===== config.mk =====
export PLATFORM = sky130hd
export DESIGN_NAME = fsk_tx_scheduler
export DESIGN_NICKNAME = d
export VERILOG_FILES = /design/src/rtl/fsk_tx_scheduler.sv
export SDC_FILE = /design/constraint.sdc
export NUM_CORES = 1
export LEC_CHECK = 0
export CAP_MARGIN = 20
export CORE_MARGIN = 4
export CORE_UTILIZATION = 57
export DETAILED_ROUTE_END_ITERATION = 8
export PLACE_DENSITY = 0.79
export SLEW_MARGIN = 20
export SYNTH_ARGS = -nofsm -noshare
export SYNTH_HDL_FRONTEND = slang
export SYNTH_SLANG_ARGS = --single-unit

===== constraint.sdc =====
create_clock -name clk -period 3.05 [get_ports clk]
set_clock_uncertainty 0.15 [all_clocks]
set_input_delay 0.7625 -clock clk [delete_from_list [all_inputs] [get_ports clk]]
set_output_delay 0.7625 -clock clk [all_outputs]
set_load 0.01 [all_outputs]

===== src/rtl/fsk_tx_scheduler.sv =====
// BFSK transmit sequencer: host byte stream -> modulator start pulse plus MSB-first bit stream.
// Optional 8'hAA preamble between sync and data is enabled by defining FSK_SCHED_PREAMBLE_EN.
//
// state       | meaning
// ------------+-----------------------------------------------------------
// ST_IDLE     | waiting for the first byte of a frame
// ST_SYNC     | modulator sync burst, SYNC_LENGTH+2 cycles incl. start cycle
// ST_PREAMBLE | 8'hAA preamble, MSB-first (FSK_SCHED_PREAMBLE_EN only)
// ST_DATA     | serialising sh MSB-first, one bit per SAMPLES_PER_SYMBOL
// ST_GAP      | idle guard gap with mod_data low
module fsk_tx_scheduler #(
    parameter int SAMPLES_PER_SYMBOL = 64,
    parameter int SYNC_LENGTH        = 10,
    parameter int GAP_CYCLES         = 32
) (
    input  logic       clk,
    input  logic       reset_n,
    input  logic       s_valid,
    input  logic [7:0] s_data,
    input  logic       s_last,
    output logic       s_ready,
    output logic       mod_start,
    output logic       mod_data,
    output logic       busy,
    output logic       frame_done,
    output logic       underrun
);

    localparam int M1      = (SYNC_LENGTH + 1 > SAMPLES_PER_SYMBOL - 1) ? SYNC_LENGTH + 1
                                                                         : SAMPLES_PER_SYMBOL - 1;
    localparam int CNT_MAX = (M1 > GAP_CYCLES - 1) ? M1 : GAP_CYCLES - 1;
    localparam int CNT_W   = (CNT_MAX < 2) ? 1 : $clog2(CNT_MAX + 1);

    localparam logic [CNT_W-1:0] SYNC_LOAD = CNT_W'(SYNC_LENGTH + 1);
    localparam logic [CNT_W-1:0] SYM_LOAD  = CNT_W'(SAMPLES_PER_SYMBOL - 1);
    localparam logic [CNT_W-1:0] GAP_LOAD  = CNT_W'(GAP_CYCLES - 1);
    localparam logic [CNT_W-1:0] CNT_ONE   = CNT_W'(1);

`ifdef FSK_SCHED_PREAMBLE_EN
    localparam logic [7:0] PREAMBLE_PAT = 8'hAA;
`endif

    typedef enum logic [2:0] {
        ST_IDLE,
        ST_SYNC,
        ST_PREAMBLE,
        ST_DATA,
        ST_GAP
    } state_t;

    state_t           state, state_nxt;
    logic [CNT_W-1:0] cnt, cnt_nxt;
    logic [2:0]       idx, idx_nxt;
    logic [7:0]       sh, sh_nxt;
    logic             sh_last, sh_last_nxt;
    logic [7:0]       nx, nx_nxt;
    logic             nx_last, nx_last_nxt;
    logic             nx_valid, nx_valid_nxt;
    logic             ready_en;
    logic             xfer;
    logic             start_nxt;
    logic             underrun_nxt;
    logic             data_nxt;
    logic             busy_nxt;
    logic             done_nxt;

    // ready_en keeps s_ready low while reset is asserted even though state sits in IDLE
    always_comb begin
        s_ready = 1'b0;
        if (ready_en) begin
            case (state)
                ST_IDLE: s_ready = 1'b1;
                ST_GAP:  s_ready = 1'b0;
                default: s_ready = !nx_valid;
            endcase
        end
    end

    assign xfer = s_valid && s_ready;

    always_comb begin
        state_nxt    = state;
        cnt_nxt      = cnt;
        idx_nxt      = idx;
        sh_nxt       = sh;
        sh_last_nxt  = sh_last;
        nx_nxt       = nx;
        nx_last_nxt  = nx_last;
        nx_valid_nxt = nx_valid;
        start_nxt    = 1'b0;
        underrun_nxt = 1'b0;

        // mid-frame arrivals fill nx first, so a same-cycle byte boundary already sees them
        if (xfer && state != ST_IDLE) begin
            nx_nxt       = s_data;
            nx_last_nxt  = s_last;
            nx_valid_nxt = 1'b1;
        end

        case (state)
            ST_IDLE: begin
                if (nx_valid || xfer) begin
                    if (nx_valid) begin
                        sh_nxt       = nx;
                        sh_last_nxt  = nx_last;
                        nx_valid_nxt = xfer;
                        if (xfer) begin
                            nx_nxt      = s_data;
                            nx_last_nxt = s_last;
                        end
                    end else begin
                        sh_nxt      = s_data;
                        sh_last_nxt = s_last;
                    end
                    idx_nxt   = 3'd7;
                    cnt_nxt   = SYNC_LOAD;
                    start_nxt = 1'b1;
                    state_nxt = ST_SYNC;
                end
            end

            ST_SYNC: begin
                if (cnt == '0) begin
                    idx_nxt = 3'd7;
                    cnt_nxt = SYM_LOAD;
`ifdef FSK_SCHED_PREAMBLE_EN
                    state_nxt = ST_PREAMBLE;
`else
                    state_nxt = ST_DATA;
`endif
                end else begin
                    cnt_nxt = cnt - CNT_ONE;
                end
            end

`ifdef FSK_SCHED_PREAMBLE_EN
            ST_PREAMBLE: begin
                if (cnt == '0) begin
                    cnt_nxt = SYM_LOAD;
                    if (idx == 3'd0) begin
                        idx_nxt   = 3'd7;
                        state_nxt = ST_DATA;
                    end else begin
                        idx_nxt = idx - 3'd1;
                    end
                end else begin
                    cnt_nxt = cnt - CNT_ONE;
                end
            end
`endif

            ST_DATA: begin
                if (cnt == '0) begin
                    cnt_nxt = SYM_LOAD;
                    if (idx != 3'd0) begin
                        idx_nxt = idx - 3'd1;
                    end else if (sh_last) begin
                        cnt_nxt   = GAP_LOAD;
                        state_nxt = ST_GAP;
                    end else if (nx_valid_nxt) begin
                        sh_nxt       = nx_nxt;
                        sh_last_nxt  = nx_last_nxt;
                        nx_valid_nxt = 1'b0;
                        idx_nxt      = 3'd7;
                    end else begin
                        underrun_nxt = 1'b1;
                        cnt_nxt      = GAP_LOAD;
                        state_nxt    = ST_GAP;
                    end
                end else begin
                    cnt_nxt = cnt - CNT_ONE;
                end
            end

            ST_GAP: begin
                if (cnt == '0) begin
                    state_nxt = ST_IDLE;
                end else begin
                    cnt_nxt = cnt - CNT_ONE;
                end
            end

            default: begin
                cnt_nxt   = '0;
                state_nxt = ST_IDLE;
            end
        endcase
    end

    // outputs are registered from next-state values so they line up with the state they describe
    always_comb begin
        data_nxt = 1'b0;
        case (state_nxt)
`ifdef FSK_SCHED_PREAMBLE_EN
            ST_SYNC:     data_nxt = 1'b1;
            ST_PREAMBLE: data_nxt = PREAMBLE_PAT[idx_nxt];
`else
            ST_SYNC:     data_nxt = sh_nxt[7];
`endif
            ST_DATA:     data_nxt = sh_nxt[idx_nxt];
            default:     data_nxt = 1'b0;
        endcase
        busy_nxt = (state_nxt != ST_IDLE);
        done_nxt = (state_nxt == ST_GAP) && (cnt_nxt == '0);
    end

    always_ff @(posedge clk or negedge reset_n) begin
        if (!reset_n) begin
            state      <= ST_IDLE;
            cnt        <= '0;
            idx        <= 3'd0;
            sh         <= 8'h00;
            sh_last    <= 1'b0;
            nx         <= 8'h00;
            nx_last    <= 1'b0;
            nx_valid   <= 1'b0;
            ready_en   <= 1'b0;
            mod_start  <= 1'b0;
            mod_data   <= 1'b0;
            busy       <= 1'b0;
            frame_done <= 1'b0;
            underrun   <= 1'b0;
        end else begin
            state      <= state_nxt;
            cnt        <= cnt_nxt;
            idx        <= idx_nxt;
            sh         <= sh_nxt;
            sh_last    <= sh_last_nxt;
            nx         <= nx_nxt;
            nx_last    <= nx_last_nxt;
            nx_valid   <= nx_valid_nxt;
            ready_en   <= 1'b1;
            mod_start  <= start_nxt;
            mod_data   <= data_nxt;
            busy       <= busy_nxt;
            frame_done <= done_nxt;
            underrun   <= underrun_nxt;
        end
    end

endmodule

==> impl_metrics.json <==
{
  "status": "complete, no violations",
  "async_flop_share": 1.00,
  "first_pass_iters": 6,
  "finalMaxSlewViolations": 0,
  "rsz0062_at_grt": "false",
  "setup_viol": 0,
  "multi_input_area_sq_um": 1080,
  "fin_crit_ps": 2870,
  "die-height_microns": 68.0,
  "r2r_start": "cnt[0]",
  "diodes": 0,
  "clk_root_buffer_cell": "clkbuf_4",
  "start_kind": "register",
  "ys_seq_elements": 37,
  "vdd_drop_max_uv": 268,
  "fin_area_sq_um": 2430,
  "grt_pass1_wl_microns": 8580,
  "pre_cts_slack_ps": -187,
  "p_leak_nw": 1.13,
  "finalCritPeriodShare": 0.940,
  "path_buf_inv": 1,
  "tightest_slew_ps": 801,
  "reg2reg_to": "mod_data",
  "crit_path_max_incr_delay_ps": 600,
  "crit_arrival_ps": 1950,
  "vias": 1803,
  "max_freq_mhz": 349,
  "routed_wl_microns": 5140,
  "crit_required_ps": 2140,
  "start_util": 0.600,
  "setup.worst_path.end_class": "primary output",
  "die-area_sq_um": 4620,
  "layout_setup_ws_ps": 184,
  "cp.depth": 3,
  "dpl_cell_area_sq_um": 2370,
  "netlist_area_sq_um": 2050,
  "hold_slack_ps": 326,
  "synth_warnings": 0,
  "critical_path.top_delay_family": "flip-flops",
  "crit_end": "s_ready",
  "grt_usage": 0.255,
  "htree_num_levels": 2,
  "syn-num-nets": 214,
  "die_w_microns": 68.0,
  "synth_edf_count": 0,
  "io_pins": 18,
  "hold_viol": 0,
  "r2r_slack_ps": 200,
  "maxSlewHeadroom": 0.466,
  "setup_tns_ps": 0,
  "avgRoutedWirePerCell_microns": 18.3,
  "crit_path_top_delay_cell": "dfrtp_1",
  "synth-main-ff-cell": "dfrtp_1",
  "ant_nets": 0,
  "drive_gt1_frac": 0.209,
  "final_cell_mix": "dfrtp_1 (37), clkdlybuf4s50_1 (16), buf_4 (15)",
  "criticalPathCategory": "register to primary output",
  "hp-class": "primary input to async pin",
  "grt_max_degree": 38,
  "portBuffers": 17,
  "synth_cell_types": 59,
  "cts_buffers": 5,
  "finalPower_mw": 0.781,
  "grt_pass1_vias": 1779,
  "r2r_cells": 10,
  "register_area_sq_um": 926,
  "numClockSinks": 37,
  "gp_congestion": 0.976,
  "clock_latency_ps": 350,
  "cts.clk_slew.worst_paths_ps": 120,
  "row_count": 21,
  "placed_cells": 272,
  "core-area_sq_um": 3420,
  "num-fill-cells": 246,
  "cap_violations": 0,
  "cp_cell_sequence": "o21ai_0, o311a_1, clkdlybuf4s50_1",
  "crit_start": "state[1]",
  "power_density_nw_per_um2": 321,
  "instances_no_fill": 280,
  "postSynthCellCount": 198,
  "avgSynthCellArea_sq_um": 10.4,
  "area_delta_synth_final_pct": 18.7,
  "fin_nets": 249,
  "grt_overflow_total": 0,
  "vias_per_cell": 6.44,
  "tritoncts": "built",
  "drtIter0Drc": 198,
  "cts_setup_buffers": 0,
  "clock_path_buffers": 2,
  "final_common_cell": "dfrtp_1",
  "hpwl_microns": 3780,
  "remaining_drc_errors": 0,
  "final_util": 0.712,
  "yosysSeqAreaShare": 0.452,
  "antenna_found_initial": 0,
  "crit_fanout": 15
}
==> worst reg2reg max path: stages, from the launching register on <==
cell       delay [ps]
dfrtp_1           440
inv_1              70
ha_1              210
nor3b_2           220
and2_1            300
inv_2              90
a2111oi_1         470
a21o_1            240
mux2_2            360
nand3b_1           80
nand4b_1          110
==> routing by layer <==
| metal | track usage | up-vias | routed length, microns |
|---|---|---|---|
| met5 | 0 | - | 0 |
| met4 | 0.119 | 0 | 101 |
| met3 | 0.0476 | 14 | 449 |
| met2 | 0.384 | 105 | 2370 |
| met1 | 0.356 | 866 | 2210 |
| li1 | - | 818 | - |
==> cells in the mapped netlist, drive strengths merged, types with 3 or more instances <==
master,n,area share
nor3b,3,0.013
nand2b,6,0.018
o31ai,5,0.018
a21o,5,0.018
a22o,4,0.017
nand4,4,0.012
mux2i,4,0.020
ha,4,0.024
nor3,5,0.015
o21ai,13,0.032
mux2,11,0.060
a21oi,9,0.024
nand2,12,0.023
dfrtp,37,0.45
nor2,15,0.029
or3,3,0.012
nand3,4,0.0098
inv,11,0.020
==> power breakdown <==
group / total (mW) / internal (mW) / switching [mW] / leakage (nW)
Sequential: 0.492 / 0.491 / 0.00103 / 0.490
Clock: 0.254 / 0.0878 / 0.166 / 0.0320
Combinational: 0.0345 / 0.0167 / 0.0179 / 0.608
==> worst min-delay path by stage <==
stage               startpoint  endpoint  slack [ps]  cells after the start
floorplan                nx[0]     sh[0]         300                      1
global placement         nx[1]     sh[1]         300                      1
detailed placement       nx[1]     sh[1]         330                      1
CTS                    reset_n    idx[2]         350                      1
global route           reset_n    idx[2]         380                      1
finish                 reset_n    idx[2]         330                      1
==> final cells by class <==
type	instances	share of cell area
multi-input cells	146	0.444
flip-flops and latches	37	0.380
repair buffers	32	0.114
well taps	46	0.0237
clock buffers	6	0.0170
inverters	11	0.0170
clock inverters	2	0.00411
==> registers in the layout, indices dropped and copies added (netlist names), 3 cells and up <==
signal / cells
cnt: 6
idx: 3
nx: 8
sh: 8
state: 3
==> cells by family (layout without fill, tap and decap cells) <==
group,count (synthesis),in the layout,synth area share
AOI/OAI and AO/OA,57,57,0.214
xor gates and xnor gates,1,1,0.00427
adders and majority gates,4,4,0.0244
buffers and inverters,15,51,0.0281
DFF,37,37,0.452
muxes,15,15,0.0800
other,1,1,0.00183
and+or+nand+nor,68,68,0.195
==> repair_timing <==
action,4_1_cts,5_1_grt
resized for setup,0,3
endpoints found under the setup margin,0,1
hold buffers,0,0
No activity file was read; power rests on OpenSTA's default activity.
